===== src/rtl/uart_rx_word_pkg.sv =====
// Shared constants, status layout and RX FSM encoding for the UART word receiver.
package uart_rx_word_pkg;

    localparam logic [31:0] RX_STAT_ADDR = 32'h3000_0008;
    localparam logic [31:0] RX_DATA_ADDR = 32'h3000_000C;

    localparam int unsigned BYTE_W = 8;
    localparam int unsigned WORD_W = 32;

    localparam int unsigned ST_AVAIL   = 0;
    localparam int unsigned ST_OVR     = 1;
    localparam int unsigned ST_FRM     = 2;
    localparam int unsigned ST_CNT_LSB = 3;
    localparam int unsigned ST_FLUSH   = 3;

    typedef enum logic [2:0] {
        IDLE    = 3'd0,
        START   = 3'd1,
        DATA    = 3'd2,
        STOP    = 3'd3,
        WAIT_HI = 3'd4
    } rx_state_e;

    // Status register image as seen on a read of the status address.
    typedef struct packed {
        logic [22:0] rsvd;
        logic [3:0]  fifo_cnt;
        logic [1:0]  byte_cnt;
        logic        frm_err;
        logic        ovr_err;
        logic        avail;
    } rx_stat_t;

endpackage


===== src/rtl/uart_rx_word_fifo.sv =====
// Synchronous word FIFO with flush; pointers carry one wrap bit for full/empty.
module uart_rx_word_fifo
    import uart_rx_word_pkg::*;
#(
    parameter int unsigned DEPTH = 4,
    parameter int unsigned WIDTH = WORD_W
) (
    input  logic                     clk,
    input  logic                     rst,
    input  logic                     push,
    input  logic                     pop,
    input  logic                     flush,
    input  logic [WIDTH-1:0]         wdata,
    output logic [WIDTH-1:0]         rdata,
    output logic                     full,
    output logic                     empty,
    output logic [$clog2(DEPTH):0]   count
);

    localparam int unsigned AW = $clog2(DEPTH);
    localparam logic [AW:0] PTR_ONE = (AW+1)'(1);

    logic [WIDTH-1:0] mem [DEPTH];
    logic [AW:0]      wr_ptr;
    logic [AW:0]      rd_ptr;
    logic             do_push;
    logic             do_pop;

    assign empty   = (wr_ptr == rd_ptr);
    assign full    = (wr_ptr[AW] != rd_ptr[AW]) && (wr_ptr[AW-1:0] == rd_ptr[AW-1:0]);
    assign count   = wr_ptr - rd_ptr;
    assign rdata   = mem[rd_ptr[AW-1:0]];

    // A pop on an empty FIFO is ignored; a push into a full FIFO needs a same-cycle pop.
    assign do_pop  = pop && !empty;
    assign do_push = push && (!full || do_pop);

    always_ff @(posedge clk or negedge rst) begin
        if (!rst) begin
            wr_ptr <= '0;
            rd_ptr <= '0;
        end else if (flush) begin
            wr_ptr <= '0;
            rd_ptr <= '0;
        end else begin
            if (do_push) wr_ptr <= wr_ptr + PTR_ONE;
            if (do_pop)  rd_ptr <= rd_ptr + PTR_ONE;
        end
    end

    always_ff @(posedge clk) begin
        if (do_push && !flush) mem[wr_ptr[AW-1:0]] <= wdata;
    end

endmodule


===== src/rtl/uart_rx_word.sv =====
// 8N1 UART receiver that packs bytes little-endian into 32-bit words behind
// memory-mapped status/data registers.
module uart_rx_word
    import uart_rx_word_pkg::*;
#(
    parameter int unsigned BAUD_DIV   = 434,
    parameter int unsigned FIFO_DEPTH = 4,
    parameter logic [31:0] STAT_ADDR  = RX_STAT_ADDR,
    parameter logic [31:0] DATA_ADDR  = RX_DATA_ADDR
) (
    input  logic        clk,
    input  logic        rst,
    input  logic        rx_i,
    input  logic        mem_req_i,
    input  logic        mem_we_i,
    input  logic [31:0] mem_addr_i,
    input  logic [31:0] mem_wdata_i,
    output logic [31:0] mem_rdata_o,
    output logic        rx_avail_o
);

    localparam int unsigned CW  = $clog2(BAUD_DIV);
    localparam int unsigned FAW = $clog2(FIFO_DEPTH);
    localparam logic [CW-1:0] CNT_ONE  = CW'(1);
    localparam logic [CW-1:0] CNT_LAST = CW'(BAUD_DIV - 1);
    localparam logic [CW-1:0] CNT_HALF = CW'(BAUD_DIV / 2 - 1);

    logic              rx_meta;
    logic              rx_s;
    logic              rx_hi;
    logic [1:0]        settle;

    rx_state_e         state;
    rx_state_e         state_nxt;
    logic [CW-1:0]     baud_cnt;
    logic [CW-1:0]     baud_cnt_nxt;
    logic [2:0]        bit_idx;
    logic [2:0]        bit_idx_nxt;
    logic [7:0]        shreg;
    logic [7:0]        shreg_nxt;
    logic              byte_vld_c;
    logic              frm_set_c;

    logic [1:0]        byte_cnt;
    logic [23:0]       word_acc;
    logic              ovr_err;
    logic              frm_err;

    logic              stat_rd_c;
    logic              data_rd_c;
    logic              stat_wr_c;
    logic              flush_c;
    logic              ovr_clr_c;
    logic              frm_clr_c;
    logic              push_c;
    logic              pop_c;
    logic              ovr_set_c;

    logic [WORD_W-1:0] head;
    logic              fifo_full;
    logic              fifo_empty;
    logic [FAW:0]      fifo_cnt;
    rx_stat_t          stat_c;
    logic              unused_wdata;

    // Synchroniser; rx_hi only reflects samples taken after reset has flushed the
    // synchroniser, so a line held low across reset release is not seen as a start edge.
    always_ff @(posedge clk or negedge rst) begin
        if (!rst) begin
            rx_meta <= 1'b1;
            rx_s    <= 1'b1;
            settle  <= 2'b00;
            rx_hi   <= 1'b0;
        end else begin
            rx_meta <= rx_i;
            rx_s    <= rx_meta;
            settle  <= {settle[0], 1'b1};
            rx_hi   <= settle[1] & rx_s;
        end
    end

    always_ff @(posedge clk or negedge rst) begin
        if (!rst) begin
            state    <= IDLE;
            baud_cnt <= '0;
            bit_idx  <= '0;
            shreg    <= '0;
        end else begin
            state    <= state_nxt;
            baud_cnt <= baud_cnt_nxt;
            bit_idx  <= bit_idx_nxt;
            shreg    <= shreg_nxt;
        end
    end

    always_comb begin
        state_nxt    = state;
        baud_cnt_nxt = baud_cnt + CNT_ONE;
        bit_idx_nxt  = bit_idx;
        shreg_nxt    = shreg;
        byte_vld_c   = 1'b0;
        frm_set_c    = 1'b0;
        unique case (state)
            IDLE: begin
                baud_cnt_nxt = '0;
                if (rx_hi && !rx_s) begin
                    state_nxt   = START;
                    bit_idx_nxt = '0;
                end
            end
            START: begin
                if (baud_cnt == CNT_HALF) begin
                    baud_cnt_nxt = '0;
                    state_nxt    = rx_s ? IDLE : DATA;
                end
            end
            DATA: begin
                if (baud_cnt == CNT_LAST) begin
                    baud_cnt_nxt = '0;
                    shreg_nxt    = {rx_s, shreg[7:1]};
                    bit_idx_nxt  = bit_idx + 3'd1;
                    if (bit_idx == 3'd7) state_nxt = STOP;
                end
            end
            STOP: begin
                if (baud_cnt == CNT_LAST) begin
                    baud_cnt_nxt = '0;
                    if (rx_s) begin
                        byte_vld_c = 1'b1;
                        state_nxt  = IDLE;
                    end else begin
                        frm_set_c  = 1'b1;
                        state_nxt  = WAIT_HI;
                    end
                end
            end
            WAIT_HI: begin
                baud_cnt_nxt = '0;
                if (rx_s) state_nxt = IDLE;
            end
            default: state_nxt = IDLE;
        endcase
    end

    assign stat_rd_c = mem_req_i && !mem_we_i && (mem_addr_i == STAT_ADDR);
    assign data_rd_c = mem_req_i && !mem_we_i && (mem_addr_i == DATA_ADDR);
    assign stat_wr_c = mem_req_i &&  mem_we_i && (mem_addr_i == STAT_ADDR);
    assign flush_c   = stat_wr_c && mem_wdata_i[ST_FLUSH];
    assign ovr_clr_c = stat_wr_c && mem_wdata_i[ST_OVR];
    assign frm_clr_c = stat_wr_c && mem_wdata_i[ST_FRM];
    assign unused_wdata = ^{mem_wdata_i[31:4], mem_wdata_i[ST_AVAIL]};

    assign pop_c     = data_rd_c && !fifo_empty;
    assign push_c    = byte_vld_c && (byte_cnt == 2'd3) && !flush_c;
    assign ovr_set_c = push_c && fifo_full && !pop_c;

    // Packer and sticky error flags; a set beats a same-cycle clear.
    always_ff @(posedge clk or negedge rst) begin
        if (!rst) begin
            byte_cnt <= '0;
            word_acc <= '0;
            ovr_err  <= 1'b0;
            frm_err  <= 1'b0;
        end else begin
            if (flush_c) begin
                byte_cnt <= '0;
            end else if (byte_vld_c) begin
                case (byte_cnt)
                    2'd0:    word_acc[7:0]   <= shreg;
                    2'd1:    word_acc[15:8]  <= shreg;
                    2'd2:    word_acc[23:16] <= shreg;
                    default: word_acc        <= word_acc;
                endcase
                byte_cnt <= byte_cnt + 2'd1;
            end
            if (ovr_set_c)      ovr_err <= 1'b1;
            else if (ovr_clr_c) ovr_err <= 1'b0;
            if (frm_set_c)      frm_err <= 1'b1;
            else if (frm_clr_c) frm_err <= 1'b0;
        end
    end

    uart_rx_word_fifo #(
        .DEPTH (FIFO_DEPTH),
        .WIDTH (WORD_W)
    ) u_fifo (
        .clk   (clk),
        .rst   (rst),
        .push  (push_c),
        .pop   (pop_c),
        .flush (flush_c),
        .wdata ({shreg, word_acc}),
        .rdata (head),
        .full  (fifo_full),
        .empty (fifo_empty),
        .count (fifo_cnt)
    );

    always_comb begin
        stat_c          = '0;
        stat_c.avail    = !fifo_empty;
        stat_c.ovr_err  = ovr_err;
        stat_c.frm_err  = frm_err;
        stat_c.byte_cnt = byte_cnt;
        stat_c.fifo_cnt = 4'(fifo_cnt);
    end

    // Read data is combinational so a data read pops on the same edge it returns.
    always_comb begin
        mem_rdata_o = '0;
        if (stat_rd_c)                     mem_rdata_o = stat_c;
        else if (data_rd_c && !fifo_empty) mem_rdata_o = head;
    end

    assign rx_avail_o = !fifo_empty;

endmodule


===== config.mk =====
export PLATFORM = sky130hd
export DESIGN_NAME = uart_rx_word
export DESIGN_NICKNAME = d
export VERILOG_FILES = /design/src/rtl/uart_rx_word_pkg.sv /design/src/rtl/uart_rx_word_fifo.sv /design/src/rtl/uart_rx_word.sv
export SDC_FILE = /design/constraint.sdc
export NUM_CORES = 1
export LEC_CHECK = 0
export CAP_MARGIN = 0
export CORE_MARGIN = 5
export CORE_UTILIZATION = 60
export CTS_BUF_LIST = sky130_fd_sc_hd__clkbuf_8
export DETAILED_ROUTE_END_ITERATION = 16
export HOLD_SLACK_MARGIN = 0.06
export PLACE_DENSITY = 0.9
export SYNTH_ARGS = -nofsm -noshare
export SYNTH_HDL_FRONTEND = slang
export SYNTH_HIERARCHICAL = 1
export SYNTH_SLANG_ARGS = --single-unit

===== constraint.sdc =====
create_clock -name clk -period 7.27 [get_ports clk]
set_clock_uncertainty 0.1 [all_clocks]
set_input_delay 1.454 -clock clk [delete_from_list [all_inputs] [get_ports clk]]
set_output_delay 1.454 -clock clk [all_outputs]
set_load 0.1 [all_outputs]

==> impl_metrics.ini <==
[logic_synthesis]
avgSynthCellArea_um2 = 17.1
syn_area_mm2 = 0.00802
yosys.area_share.simple_pct = 8.25
synth.distinct_cells = 60
synth_area_leaders = edfxtp_1 (48%), dfrtp_1 (19%), mux4_2 (9.0%), mux2_1 (2.5%), ha_1 (2.5%)
synth-async-reset-ratio_pct = 32.6
synth_seq_cells = 190
synth_xor_area_share_pct = 1.20
yosysSeqAreaShare_pct = 67.3
synth-edff-count = 128
ys.flop_type = edfxtp_1
synth_compound_area_share_pct = 3.79
synth_top_family_by_area = multiplexers
synth_fa_ha_area_share_pct = 2.75
synth_mux_area_share_pct = 14.4
synth_top_cell_by_area = edfxtp_1
syn_nets = 556
synth_cells = 470
ys_warn_count = 6
synth_top_area_share_pct = 47.9

[global_route]
grt_first_pass_wirelength_um = 24600
antenna_found_initial = 0
grt_overflow_total = 0
grt_usage_pct = 20.2
grt_max_degree = 63
grt_pass1_vias = 4593

[layout]
stdcell_area_mm2 = 0.00924
fill_cells = 785
antennaDiodeCount = 0
multi_input_area_mm2 = 0.00244
area_growth_pct = 15.3
layout.nets = 638
fin_cells = 741
drive_gt1_share_pct = 24.1
seq_area_mm2 = 0.00540

[timing]
worstMarginPinSlew_ps = 996
final_hold_viol_count = 0
relSlewSlack_pct = 33.4
final.period_utilization_pct = 78.4
fin_crit_ps = 5700
setup_viol = 0
finalSetupTns_ps = 0
slew_violations = 0
fin_ws_ps = 1570
fmax_ghz = 0.175
rsz0062_at_grt = false

[cts]
cts_hold_buf = 0
clkTransAtPathRegs_ps = 90
numCtsBuffers = 17
clock-sinks = 190
clockBufferDepth = 2
h-tree-depth = 4
cts-root-buf = clkbuf_8
cts_tree = yes
clk_latency_ps = 450
ctsResizeCount = 0
post-cts-setup-buffers = 0

[critical_path]
cp.arrival_ps = 4150
critPathMaxFanout = 38
worstSetupEndpointType = output port
critPathKind = input pin to output port
start_kind = input pin
required_ps = 5720

[die]
io_pins = 102
rows = 42
die_x_um = 126
die_h_um = 126
core_area_mm2 = 0.0132
dieArea_mm2 = 0.0158
start_util_pct = 60.8

[detailed_routing]
drtAntennaViolNets = 0
vias_per_cell = 5.83
drt_first_pass_iters = 5
drtIter0Drc = 411
drc = 0
wl_per_cell_um = 20.1
routed_wl_um = 14900
vias = 4322

[power]
power_mw = 1.98
max-vdd-ir-drop_uv = 183
p_leak_nw = 3.78
powerDensity_mw_per_mm2 = 214

[min_path]
hp-class = flop to flop

[outcome]
run_status = finished clean

[placed_design]
io_buffers = 72
pre_cts_ws_ps = 1590
routabilityCongestion = 0.859
dp_cells = 709
dp_hpwl_um = 9410
detailed_place.area_mm2 = 0.00885

[flow_run]
drv_cap = 0
[layer usage]
layer	track usage [%]	vias up	routed length, µm
met2	34.0	139	8010
met3	4.26	20	723
met5	0	-	0
met1	26.7	2206	5910
li1	-	1957	-
met4	6.70	0	260
[synth_stat cells (3+ instances only)]
cell type  count
inv_1         20
mux2_1        18
ha_1          16
and2_1        25
nand3_1        8
nor4_1         4
o21ai_0        8
mux2i_1        4
xor2_1         4
buf_6          3
edfxtp_1     128
nand4_1        3
nand2_1       11
clkbuf_1       9
dfrtp_1       60
xnor2_1        7
and3_1         8
a211oi_4       3
mux4_2        32
a32o_1         7
mux2_2        16
nor2b_1        5
nor2_1        20
buf_2          6
[report_power, final]
part / switching, mW / internal [mW] / total (mW)
sequential: 0.0320 / 1.17 / 1.20
clock: 0.341 / 0.331 / 0.672
combinational: 0.0532 / 0.0573 / 0.111
total: 0.426 / 1.55 / 1.98
[kinds of logic after synthesis]
kind of cell | after synthesis
DFF | 190
buffers and inverters | 39
other | 1
adders and majority gates | 17
xor gates and xnor gates | 11
AOI/OAI and AO/OA | 35
and+or+nand+nor | 106
muxes | 71
[final timing paths]
check	to	startpoint	slack [ps]	cells past startpoint
worst min register to register	settle[1]$_DFF_PN0_	settle[0]$_DFF_PN0_	250	0
worst max register to register	u_fifo/mem[1][25]$_DFFE_PP_	u_fifo/wr_ptr[0]$_DFFE_PN0P_	3920	9
worst min-delay path	settle[1]$_DFF_PN0_	settle[0]$_DFF_PN0_	250	0
min in group asynchronous	u_fifo/wr_ptr[1]$_DFFE_PN0P_	rst	1080	2
worst max-delay path	mem_rdata_o[23]	mem_addr_i[1]	1570	8
max in group asynchronous	u_fifo/rd_ptr[0]$_DFFE_PN0P_	rst	5420	2
[layout make-up]
cell class / count / share of cell area, %
multi-input cells: 241 / 26.5
clock buffers: 20 / 2.98
well taps: 176 / 2.38
repair buffers: 81 / 7.61
clock inverters: 12 / 1.31
flip-flops and latches: 190 / 58.4
inverters: 21 / 0.853
[through the flow]
| stage | utilization, % | hold slack [ps] |
|---|---|---|
| finish | 70.1 | 250 |
| detailed placement | 67.1 | 247 |
| floorplan | - | 231 |
| global placement | 67.1 | 235 |
| global route | 70.1 | 259 |
| CTS | 70.1 | 255 |
[flip-flops by register name (all words and copies together) (netlist names), 2 cells and up]
signal,cells
state,3
bit_idx,3
u_fifo/rd_ptr,3
baud_cnt,9
shreg,8
u_fifo/wr_ptr,3
settle,2
u_fifo/mem,128
byte_cnt,2
word_acc,24
[worst max-delay path, stage by stage]
cell             delay [ps]
clkdlybuf4s50_1         420
nor4b_2                 300
nand2_1                 190
or4_4                   590
nor4_4                  260
buf_4                   380
and2_1                  220
buf_4                   300
[layout by cell type (no fill, tap or decap), drive strengths merged, types with 11 or more instances in the layout]
master | synthesis | layout
and2 | 25 | 25
clkbuf | 9 | 20
clkdlybuf4s50 | 0 | 39
ha | 16 | 16
nor2 | 20 | 20
nand2 | 11 | 11
edfxtp | 128 | 128
mux2 | 35 | 35
inv | 20 | 26
buf | 9 | 42
dfrtp | 60 | 60
mux4 | 32 | 32
No activity file was read; power rests on OpenSTA's default activity.
